===== src/rtl/se_arb_pkg.sv =====
// se_arb_pkg: shared types and constants for the sign/zero-extend arbiter.
//   se_state_e : output-buffer FSM state (EMPTY, FULL)
//   REQ_ALU/REQ_BR : requester IDs carried on out_id
//   IN_W_DEF/OUT_W_DEF : default immediate / extended widths
//   STAT_W : width of the optional statistics counters
//   sat_inc : saturating increment for the statistics counters
package se_arb_pkg;

  typedef enum logic {
    EMPTY = 1'b0,
    FULL  = 1'b1
  } se_state_e;

  localparam logic REQ_ALU   = 1'b0;
  localparam logic REQ_BR    = 1'b1;
  localparam int   IN_W_DEF  = 18;
  localparam int   OUT_W_DEF = 32;
  localparam int   STAT_W    = 16;

  function automatic logic [STAT_W-1:0] sat_inc(input logic [STAT_W-1:0] v);
    return (&v) ? v : v + 1'b1;
  endfunction

endpackage


===== src/rtl/se_share_arbiter_ext.sv =====
// se_ext: purely combinational immediate extender.
//   imm  : IN_W-bit immediate
//   zext : 1 = zero extend, 0 = sign extend from imm[IN_W-1]
//   ext  : OUT_W-bit result; low IN_W bits always equal imm
module se_ext #(
  parameter int IN_W  = 18,
  parameter int OUT_W = 32
) (
  input  logic [IN_W-1:0]  imm,
  input  logic             zext,
  output logic [OUT_W-1:0] ext
);

  logic fill;

  assign fill = zext ? 1'b0 : imm[IN_W-1];
  assign ext  = {{(OUT_W-IN_W){fill}}, imm};

endmodule


===== src/rtl/se_share_arbiter.sv =====
// se_share_arbiter: two-requester round-robin arbiter in front of one shared
// immediate extender, with a one-entry registered output buffer.
//   clk, reset            : rising-edge clock, synchronous active-high reset
//   req0_* / req1_*       : ALU-immediate / branch-offset requesters
//   reqN_ready            : combinational grant for requester N this cycle
//   out_valid/out_ready   : output handshake; out_data/out_id hold the result
//   fsm_state             : debug view of the buffer FSM
// Optional macro SE_ARB_STATS_EN adds grant_cnt0, grant_cnt1 and stall_cnt
// (saturating 16-bit counters).
//
// Handshake: a transfer happens in a cycle where valid and ready are both
// high at the rising edge. Requesters hold valid/imm/zext stable until they
// see ready; the consumer may leave out_valid pending as long as it likes,
// and out_data/out_id stay stable meanwhile.
module se_share_arbiter
  import se_arb_pkg::*;
#(
  parameter int IN_W  = IN_W_DEF,
  parameter int OUT_W = OUT_W_DEF
) (
  input  logic             clk,
  input  logic             reset,
  input  logic             req0_valid,
  input  logic [IN_W-1:0]  req0_imm,
  input  logic             req0_zext,
  output logic             req0_ready,
  input  logic             req1_valid,
  input  logic [IN_W-1:0]  req1_imm,
  input  logic             req1_zext,
  output logic             req1_ready,
  output logic             out_valid,
  input  logic             out_ready,
  output logic [OUT_W-1:0] out_data,
  output logic             out_id,
`ifdef SE_ARB_STATS_EN
  output logic [STAT_W-1:0] grant_cnt0,
  output logic [STAT_W-1:0] grant_cnt1,
  output logic [STAT_W-1:0] stall_cnt,
`endif
  output se_state_e        fsm_state
);

  se_state_e        state;
  logic             last_grant;
  logic             can_accept;
  logic             grant_valid;
  logic             grant_id;
  logic [IN_W-1:0]  imm_sel;
  logic             zext_sel;
  logic [OUT_W-1:0] ext_data;

  // The buffer can take a new result when empty or when it drains this cycle.
  assign can_accept  = (state == EMPTY) | (out_valid & out_ready);
  // Readies are suppressed in the reset cycle so nothing is lost.
  assign grant_valid = can_accept & (req0_valid | req1_valid) & ~reset;
  // Under contention the requester that did not win last time goes next.
  assign grant_id    = (req0_valid & req1_valid) ? ~last_grant : req1_valid;

  assign req0_ready  = grant_valid & (grant_id == REQ_ALU);
  assign req1_ready  = grant_valid & (grant_id == REQ_BR);

  assign imm_sel     = grant_id ? req1_imm  : req0_imm;
  assign zext_sel    = grant_id ? req1_zext : req0_zext;
  assign fsm_state   = state;

  se_ext #(
    .IN_W (IN_W),
    .OUT_W(OUT_W)
  ) u_ext (
    .imm (imm_sel),
    .zext(zext_sel),
    .ext (ext_data)
  );

  always_ff @(posedge clk) begin
    if (reset) begin
      state      <= EMPTY;
      out_valid  <= 1'b0;
      out_data   <= '0;
      out_id     <= REQ_ALU;
      last_grant <= REQ_BR;
    end else begin
      case (state)
        EMPTY: begin
          if (grant_valid) begin
            state      <= FULL;
            out_valid  <= 1'b1;
            out_data   <= ext_data;
            out_id     <= grant_id;
            last_grant <= grant_id;
          end
        end
        FULL: begin
          if (grant_valid) begin
            // Drain and refill in the same cycle: no bubble.
            out_valid  <= 1'b1;
            out_data   <= ext_data;
            out_id     <= grant_id;
            last_grant <= grant_id;
          end else if (out_ready) begin
            state     <= EMPTY;
            out_valid <= 1'b0;
          end
        end
        default: begin
          state     <= EMPTY;
          out_valid <= 1'b0;
        end
      endcase
    end
  end

`ifdef SE_ARB_STATS_EN
  always_ff @(posedge clk) begin
    if (reset) begin
      grant_cnt0 <= '0;
      grant_cnt1 <= '0;
      stall_cnt  <= '0;
    end else begin
      if (req0_ready) grant_cnt0 <= sat_inc(grant_cnt0);
      if (req1_ready) grant_cnt1 <= sat_inc(grant_cnt1);
      if ((state == FULL) && !out_ready) stall_cnt <= sat_inc(stall_cnt);
    end
  end
`endif

endmodule

===== config.mk =====
export PLATFORM = sky130hd
export DESIGN_NAME = se_share_arbiter
export DESIGN_NICKNAME = d
export VERILOG_FILES = /design/src/rtl/se_arb_pkg.sv /design/src/rtl/se_share_arbiter_ext.sv /design/src/rtl/se_share_arbiter.sv
export SDC_FILE = /design/constraint.sdc
export NUM_CORES = 1
export LEC_CHECK = 0
export ABC_AREA = 1
export CORE_MARGIN = 2
export CORE_UTILIZATION = 39
export CTS_CLUSTER_DIAMETER = 100
export CTS_CLUSTER_SIZE = 40
export DETAILED_ROUTE_END_ITERATION = 12
export PLACE_DENSITY = 0.81
export SLEW_MARGIN = 20
export SYNTH_ARGS = -nofsm -noshare
export SYNTH_HDL_FRONTEND = slang
export SYNTH_SLANG_ARGS = --single-unit

===== constraint.sdc =====
create_clock -name clk -period 2.7 [get_ports clk]
set_clock_uncertainty 0.05 [all_clocks]
set_input_delay 0.27 -clock clk [delete_from_list [all_inputs] [get_ports clk]]
set_output_delay 0.27 -clock clk [all_outputs]
set_load 0.05 [all_outputs]

Word level (Yosys, flattened, before mapping)
Cells that the tools add are included.
- muxes and demuxes: 14
- bitwise logic cells: 12
- reduce and logical (&&, ||, !) cells: 1
- equality and inequality tests: 2
- operators by type and width (kind ; count):
    $mux W32 ; 1
    $mux W18 ; 1
    $mux W1 ; 10
    $and A1 B1 Y1 ; 6
    $not A1 Y1 ; 4
    $pmux W1 S2 ; 2
    $ne A3 B2 Y1 const B ; 1
    $ne A2 B2 Y1 const B ; 1
    $or A1 B1 Y1 ; 2
    $reduce_and A2 Y1 ; 1
- input port bits: 43
- flip-flop bits (word level): 36
- logic and storage cells: 34

Longest topological paths before layout
Gate-level depths: netlist (run 1).
- depth in word-level cells: 6
- mapped depth: 8

By module
From an unflattened synthesis (run 1), not the netlist that was laid out.
- cell total of the unflattened synthesis: 260
- area total of the unflattened synthesis: 1780.5 µm²
- modules (own cells, without submodules) (module ; area an instance (µm²) ; times used ; cells each ; sequential area each (µm²)):
    se_share_arbiter ; 1530.2 ; 1 ; 226 ; 720.7
    se_ext ; 250.2 ; 1 ; 34 ; 0.0

Least setup slack after synthesis (run 1)
No wires, ideal clock.
- path kind: register to output
- from: register out_valid
- to: output req1_ready
- setup slack: 0.643 ns
- buffers on the path: 1
- stages on the path, launching flop included: 6
- arrival: 1.737 ns
- cells stage by stage: dfxtp_1 > nand2_1 > nand2_2 > nand3_1 > buf_2 > nor2_1
- longest elaborated chain between the ends: 5
- RTL lines (what ; RTL line ; source):
    from (decl) ; se_share_arbiter.sv:31 ; output logic out_valid,
    from (signal assigned) ; se_share_arbiter.sv:78 ; out_valid <= 1'b0;
    from (signal assigned) ; se_share_arbiter.sv:87 ; out_valid <= 1'b1;
    from (signal assigned) ; se_share_arbiter.sv:96 ; out_valid <= 1'b1;
    $and A1 B1 Y1 ; se_share_arbiter.sv:53 ; assign can_accept = (state == EMPTY) | (out_valid & out_ready);
    $or A1 B1 Y1 ; se_share_arbiter.sv:53 ;
    $and A1 B1 Y1 (2 in a row) ; se_share_arbiter.sv:55 ; assign grant_valid = can_accept & (req0_valid | req1_valid) & ~reset;
    $and A1 B1 Y1 ; se_share_arbiter.sv:60 ; assign req1_ready = grant_valid & (grant_id == REQ_BR);
    to (decl) ; se_share_arbiter.sv:30 ; output logic req1_ready,
No other way between the ends.

==> results, run 1 <==
- The flow ran to the end, and the final reports show no timing, DRC or antenna violations.
- The tree is rooted in a clkbuf_4.
- 80 I/O pins were placed.
- The highest attainable clock frequency is 472 MHz.
- The number of global-route vias before repair is 1,101.
- The main combinational cell family by area after synthesis is simple AND/OR/NAND/NOR gates.
- The area share of and/or/nand/nor cells after synthesis is 37.3%.
- The share of the cycle needed by the critical path after routing is 78.5%.
- The classification of the worst-slack hold path is reg -> reg.
- The detailed-route wire length is 3160 um.
- At the end of routability-driven placement, the weighted congestion stood at 0.796.
- Counting along the longest clock path gives a buffer depth of 2.
- The static leakage power is 0.842 nW.
- The signal on the critical path passes through clkdlybuf4s50_1.
- The TritonCTS clock tree is done.
- Detailed routing inserted a total of 1,301 vias.
- After clock tree synthesis, the repair step resized 0 gates.
- The worst flop-to-flop path endpoint is out_data[16].
- The origin of the worst min-delay path is out_data[0].
- The wire length per cell after detailed routing is 10.8 um.
- The aggregate global routing overflow is 0.
- The number of pins with negative max-slew slack in the final report came to 0.
- The final critical-path required period is 2.12 ns.
- The first global-routing pass estimated 4950 um of wire.
- The number of cells produced by synthesis is 186.
- The number of buffers and inverters on the critical path is 1.
- Net switching is 37.9% of the power.
- The count of cell types in the netlist is 15.
- The nature of the critical path endpoint is a primary output.
- The mapped cell area is 1260 um^2.
- The library cell contributing the largest single delay on the critical path is clkdlybuf4s50_1.
- From bottom edge to top edge, the die measures 60.8 um.
- The largest voltage drop on the vdd net is 0.202 mV.
- The count of final hold-check violations is 0.
- Buffers inserted during clock tree synthesis total 3.
- The power share of the combinational group is 41.7%.
- The antenna violation net count after detailed routing is 0.
- The share of total power dissipated in the clock network is 17.2%.
- The hold buffer count at cts is 0.
- From left edge to right edge, the die measures 60.8 um.
- The first element of the critical path is out_data[18].
- The synthesis-to-finish area growth is 58.7%.
- The initial utilization of the core area, before any placement, comes to 41.2%.
- The HPWL after detailed placement is 2330 um.
- Setup repair after global routing left no endpoint under its margin.
- The max-cap violation count is 0.
- Row generation in the floorplan step produced 20 rows.
- The worst pin sits at a relative slew slack of 65.7%.
- The number of buffers added for setup after CTS is 0.
- The multi-input combinational cell area is 589 um^2.
- The filler cell count is 298.
- The class of the most critical setup path is reg -> out.
- The mux cell area share after synthesis is 0%.
- In this run the mean area of a mapped cell was 6.77 um^2.
- For this run, design rule violations remaining after detail routing come to 0.
- The core box area is 3050 um^2.
- The highest cell delay on the worst timing path is 0.89 ns.
- The analysis attributes to net switching a power of 0.353 mW.
- Summing the areas of all fa, ha and maj instances in the mapped netlist gives 0% of the synthesized area.
- The clock input transition at the sequential cells of the worst setup and hold paths is 0.13 ns.
- The post-synthesis xor/xnor area fraction is 0%.
- Summed over all failing endpoints, the final setup total negative slack is 0 ns.
- In the final layout, the share of cells above drive strength 1 is 7.23%.
- At the pin with the least slew margin, the transition time is 0.513 ns.
- The synthesized design contains 23 register bits.
- The nature of the critical path startpoint is a flip-flop.
- The clock net in this run drives a total of 23 sinks.
- The category of cells accounting for the largest share of critical-path delay is buffers and inverters.
- The internal power is 0.578 mW.
- The sequential-to-total area share from yosys stat is 36.6%.
- The highest fanout seen on the critical path is 15.
- For this run, the detailed router's first-pass iteration total came to 4.
- During synthesis, Yosys emitted a total of 0 warnings.
- The later pin in the worst-skew pair is clocked with a latency of 0.31 ns.
- For the worst setup path, the data arrival time is 1.80 ns.
- Entering global routing, the biggest net connects 24 pins.
- The number of cells traversed by the worst hold path is 2.
- The iteration-0 DRC count of the detailed router is 33.
- The top cell type by total area after synthesis is dfxtp_1.
- The die covers 3700 um^2.
- The H-tree depth is 1.
- Summing the areas of all compound-gate instances in the mapped netlist gives 9.54% of the synthesized area.
- The area used by sequential logic in the layout is 460 um^2.
- Setup violations remaining at the end of the flow were counted as 0.
- The post-synthesis net count is 229.
- The data required time at the worst endpoint is 2.38 ns.
- The hold-critical path endpoint is out_data[0].
- The worst setup slack for register-to-register paths is 1.28 ns.
- The count of cells along the worst register-to-register path is 6.
- The repair_antennas step left the layout with diodes totalling 0.
- The origin of the critical flop-to-flop path is last_grant.
- The number of antenna violations at the first check in global routing was 0.
- Sequential cells account for 41.1% of the total power.
- In this run the biggest area consumer among cell types represents 36.6% of the synthesized area.
- For this run, the share of the core covered by cells in the final layout is 65.5%.
- In the routed layout, each cell is associated on average with a via count of 4.44.
- In this run the power density over the cells is 465 nW/um^2.
- By area the synthesized netlist is led by dfxtp_1 (37%), nand2_1 (24%), nand3_1 (9.5%).
- The number of buffer cells added on primary ports is 79.
- For this run, the post-layout net count is 293.
- The aggregate global-route resource usage is 17.7%.
[how the worst max path moves through the flow]
stage          cells after the start           end
2_1_floorplan                      5    req1_ready
3_3_place_gp                       5    req1_ready
3_5_place_dp                       5    req1_ready
4_1_cts                            1  out_data[28]
5_1_grt                            1  out_data[30]
6_report                           1  out_data[31]
[layer usage]
layer,vias to the layer above,track usage (%),routed length [um]
li1,702,-,-
met4,0,4.66,22
met3,4,4.48,282
met5,-,0,0
met2,50,27.6,1420
met1,545,24.4,1440
[cell families (layout without fill, tap and decap cells)]
family,after synthesis,after routing
buf+inv,31,94
flops,23,23
simple gates,111,111
compound gates,21,21
[stage by stage]
| stage | instances | power [mW] | setup slack, ns | area (um^2) | hold slack, ns |
|---|---|---|---|---|---|
| 6_report | 293 | 0.930 | 0.581 | 2000 | 0.422 |
| 5_1_grt | 293 | 0.979 | 0.475 | 2000 | 0.442 |
| 4_1_cts | 293 | 0.934 | 0.561 | 2000 | 0.425 |
| 3_5_place_dp | 289 | 0.780 | 0.666 | 1970 | 0.407 |
| 3_3_place_gp | 289 | 0.778 | 0.661 | 1970 | 0.401 |
| 2_1_floorplan | 186 | 0.646 | 0.643 | 1260 | 0.383 |
[flip-flops by register name (all words and copies together) (netlist names)]
| name | cells |
|---|---|
| out_valid | 1 |
| fsm_state | 1 |
| out_data | 19 |
| out_id | 1 |
| last_grant | 1 |
[layout make-up]
| type | instances | area share, % |
|---|---|---|
| Multi-Input combinational cell | 132 | 29.5 |
| Timing Repair Buffer | 83 | 42.1 |
| Sequential cell | 23 | 23.0 |
| Clock buffer | 4 | 1.31 |
| Tap cell | 44 | 2.76 |
| Inverter | 7 | 1.31 |
[cell usage after synthesis]
library cell  instances
buf_6                 4
o21ai_1               1
nand2_1              81
nand2_4               1
nor2_1                1
a21oi_2               4
buf_2                 5
a21oi_1              14
nand2_2               3
inv_1                 7
dfxtp_1              23
nor2_4                1
nand3_1              24
buf_4                15
o21ai_0               2
[placed cells by master, fill, tap and decap left out]
cell	n
a21oi_1	14
a21oi_2	4
buf_12	2
buf_4	4
clkbuf_1	1
clkbuf_4	3
clkdlybuf4s50_1	77
dfxtp_1	23
inv_1	7
nand2_1	81
nand2_2	3
nand2_4	1
nand3_1	24
nor2_1	1
nor2_4	1
o21ai_0	2
o21ai_1	1
[power by group through the flow]
stage                     Clock, mW  Sequential (mW)  Combinational (mW)
after detailed placement          0            0.389               0.390
final                         0.160            0.382               0.388
after floorplan                   0            0.469               0.177
after CTS                     0.160            0.382               0.391
after global routing          0.178            0.385               0.415
after global placement            0            0.389               0.389
Power figures use the tool's default switching activity.
==> inputs of run 2 (changes only) <==
CORE_UTILIZATION = 33   (was 39)
PLACE_DENSITY = 0.73   (was 0.81)
clock period = 1.9 ns   (was 2.7 ns; I/O delays follow)
==> run 2 against run 1 <==
- non-clock buffer count rose by 4
- via count rose by 3.5%
- register-to-register slack got worse by 0.59 ns
- first-iteration DRC count rose by 9.1%
- clock-buffer cell count fell by 1
- routed wire length rose by 6.8%
- power rose by 51%
- critical path type unchanged
- clock power rose by 93%
- sequential power rose by 42%
- sequential share of layout area fell by 0.26 points
- critical path depth did not move
- flip-flop and latch count did not move
==> results, run 2 (same netlist as run 1, synthesis figures left out) <==
- Status: complete, no violations (unchanged).
- The half-perimeter wire length after detailed placement is 2530 um (was 2330 um).
- The number of global-route vias before repair is 1,202 (was 1,101).
- The max-cap violation count is 0 (unchanged).
- The power density of the placed cells is 697 nW/um^2 (was 465 nW/um^2).
- The pin count of the biggest net entering global routing was 24 (unchanged).
- The signal arrival time at the worst endpoint is 1.48 ns (was 1.80 ns).
- The H-tree depth is 1 (unchanged).
- The aggregate global-route resource usage is 16.0% (was 17.7%).
- The net count of the finished layout is 297 (was 293).
- The die height came to 65.8 um (was 60.8 um).
- The remaining design rule violation count is 0 (unchanged).
- The count of clock tree sinks is 23 (unchanged).
- The count of cells along the worst register-to-register path is 7 (was 6).
- The hold-critical path endpoint is out_data[9] (was out_data[0]).
- The nature of the critical path startpoint is a flip-flop (unchanged).
- The wire length of the first global-routing pass is 5330 um (was 4950 um).
- The internal power was 0.887 mW (was 0.578 mW).
- The number of placement rows is 22 (was 20).
- The fraction of power spent switching nets is 37.1% (was 37.9%).
- The ratio of cells with drive above 1 in the final layout is 15.0% (was 7.23%).
- The origin of the critical flop-to-flop path was out_valid (was last_grant).
- The length of routed met3 wiring is 331 um (was 282 um).
- The antenna violation net count after detailed routing is 0 (unchanged).
- The number of pins with negative max-slew slack in the final report is 0 (unchanged).
- The largest voltage drop on the vdd net came to 0.338 mV (was 0.202 mV).
- Most frequent cells in the layout: nand2_1 (81), clkdlybuf4s50_1 (63), nand3_1 (24), dfxtp_1 (23), buf_4 (22) (was nand2_1 (81), clkdlybuf4s50_1 (77), nand3_1 (24), dfxtp_1 (23), a21oi_1 (14)).
- The placed standard-cell area came to 1970 um^2 (about the same).
- The most flop-heavy register is out_data (unchanged).
- The detailed-route wire length is 3380 um (was 3160 um).
- The clock power share was 21.9% (was 17.2%).
- The wire length per cell after detailed routing came to 11.2 um (was 10.8 um).
- The number of buffer cells added on primary ports is 79 (unchanged).
- The clock input transition at the sequential cells of the worst setup and hold paths is 0.08 ns (was 0.13 ns).
- The worst path uses 90.4% of the clock period.
- The nature of the critical path endpoint was a primary output (unchanged).
- The clock root buffer master is clkbuf_8 (was clkbuf_4).
- The category of cells accounting for the largest share of critical-path delay is buffers and inverters (unchanged).
- The synthesis-to-finish area growth came to 60.5% (was 58.7%).
- The iteration-0 DRC count of the detailed router was 36 (was 33).
- The filler cell count is 378 (was 298).
- The worst hold slack across all endpoints is 0.417 ns (was 0.422 ns).
- The starting density of the core is 34.4% (was 41.2%).
- The data required time at the worst endpoint is 1.66 ns (was 2.38 ns).
- The switching power of the nets was 0.522 mW (was 0.353 mW).
- The count of buffer and inverter cells on the critical path is 1 (unchanged).
- The TritonCTS clock tree is done (unchanged).
- The number of buffers added for setup after CTS is 0 (unchanged).
- Unrepaired setup endpoints after global routing: no (unchanged).
- The number of buffers between clock root and the deepest sink came to 2 (unchanged).
- The origin of the worst min-delay path is out_data[9] (was out_data[0]).
- The post-cts gate resize count is 0 (unchanged).
- The total via count after detailed routing is 1,347 (was 1,301).
- The routability-driven placement congestion ratio came to 0.868 (was 0.796).
- The leading cell type in the layout, fill and taps excluded is nand2_1 (unchanged).
- The highest fanout seen on the critical path is 4 (was 15).
- Cell chain of the critical path: clkdlybuf4s50_1 (unchanged).
- The sum of routed wire segments on met1 was 1420 um (was 1440 um).
- The number of cells traversed by the worst hold path was 2 (unchanged).
- The highest cell delay on the worst timing path is 0.83 ns (was 0.89 ns).
- The area used by sequential logic in the layout is 460 um^2 (unchanged).
- The number of antenna violations at the first check in global routing came to 0 (unchanged).
- The flip-flop count of the largest register, all copies and words added is 19 (unchanged).
- The aggregate global routing overflow is 0 (unchanged).
- The worst flop-to-flop path endpoint was out_data[16] (unchanged).
- The total clock buffers created by CTS is 3 (unchanged).
- The die extent in x is 65.8 um (was 60.8 um).
- The highest attainable clock frequency is 582 MHz.
- The slew at the pin closest to its max-slew limit came to 0.518 ns (was 0.513 ns).
- The power share of the combinational group is 39.6% (was 41.7%).
- The static leakage power was 0.898 nW (was 0.842 nW).
- The worst slew margin relative to its limit came to 65.4% (was 65.7%).
- The final-layout setup total negative slack is 0 ns (unchanged).
- The class of the most critical setup path is reg -> out (unchanged).
- The top layer reached by signal wires is met4 (unchanged).
- The antenna diode count was 0 (unchanged).
- The classification of the worst-slack hold path is reg -> reg (unchanged).
- The worst setup slack for register-to-register paths is 0.69 ns (was 1.28 ns).
- The top-level I/O count is 80 (unchanged).
- The detailed route wirelength on metal2 is 1550 um (was 1420 um).
- The multi-input combinational cell area came to 592 um^2 (was 589 um^2).
- The final critical-path required period is 1.72 ns.
- The hold buffer count at cts was 0 (unchanged).
- The count of final hold-check violations is 0 (unchanged).
- The setup-violating endpoint count in the final report came to 0 (unchanged).
- The core box area is 3660 um^2 (was 3050 um^2).
- The library cell contributing the largest single delay on the critical path is clkdlybuf4s50_1 (unchanged).
- The die area is 4320 um^2 (was 3700 um^2).
- The count of TritonRoute iterations in the first routing pass is 4 (unchanged).
- The via count normalized by instance count is 4.48 (was 4.44).
- The fraction of power consumed by sequential logic is 38.5% (was 41.1%).
- The clock latency reported for the late side of the worst-skew pair was 0.26 ns (was 0.31 ns).
- The cell area after layout is 2020 um^2 (was 2000 um^2).
run 2: layout make-up:
| cell class | instances | area share [%] |
|---|---|---|
| Timing Repair Buffer | 87 | 41.4 |
| Inverter | 7 | 1.30 |
| Tap cell | 48 | 2.97 |
| Clock inverter | 1 | 0.248 |
| Multi-Input combinational cell | 132 | 29.3 |
| Clock buffer | 3 | 2.04 |
| Sequential cell | 23 | 22.8 |
run 2: per-layer routing:
layer	GRT usage, %	up-vias
met5	0	-
met4	6.77	0
met3	5.48	8
met2	25.8	52
met1	19.4	580
li1	-	707
run 2: power groups by stage:
| stage | clock, mW | combinational, mW | sequential, mW |
|---|---|---|---|
| after floorplan | 0 | 0.252 | 0.667 |
| after global placement | 0 | 0.558 | 0.553 |
| after detailed placement | 0 | 0.562 | 0.554 |
| after CTS | 0.313 | 0.564 | 0.543 |
| after global routing | 0.337 | 0.597 | 0.547 |
| final | 0.309 | 0.558 | 0.542 |
run 2: worst max-delay path by stage:
| stage | cells past startpoint | end | startpoint | slack, ns |
|---|---|---|---|---|
| after floorplan | 7 | req0_ready | out_valid | 0.12 |
| after global placement | 8 | req0_ready | req1_valid | 0.23 |
| after detailed placement | 8 | req0_ready | req1_valid | 0.19 |
| after CTS | 1 | fsm_state | fsm_state | 0.17 |
| after global routing | 8 | req0_ready | req1_valid | 0.07 |
| final | 1 | fsm_state | fsm_state | 0.18 |
run 2: stage by stage:
stage	total power [mW]	setup WS, ns	utilization [%]	std cells
2_1_floorplan	0.919	0.121	-	186
3_3_place_gp	1.11	0.231	53.9	297
3_5_place_dp	1.12	0.186	53.9	297
4_1_cts	1.42	0.165	55.2	301
5_1_grt	1.48	0.0703	55.2	301
6_report	1.41	0.181	55.2	301
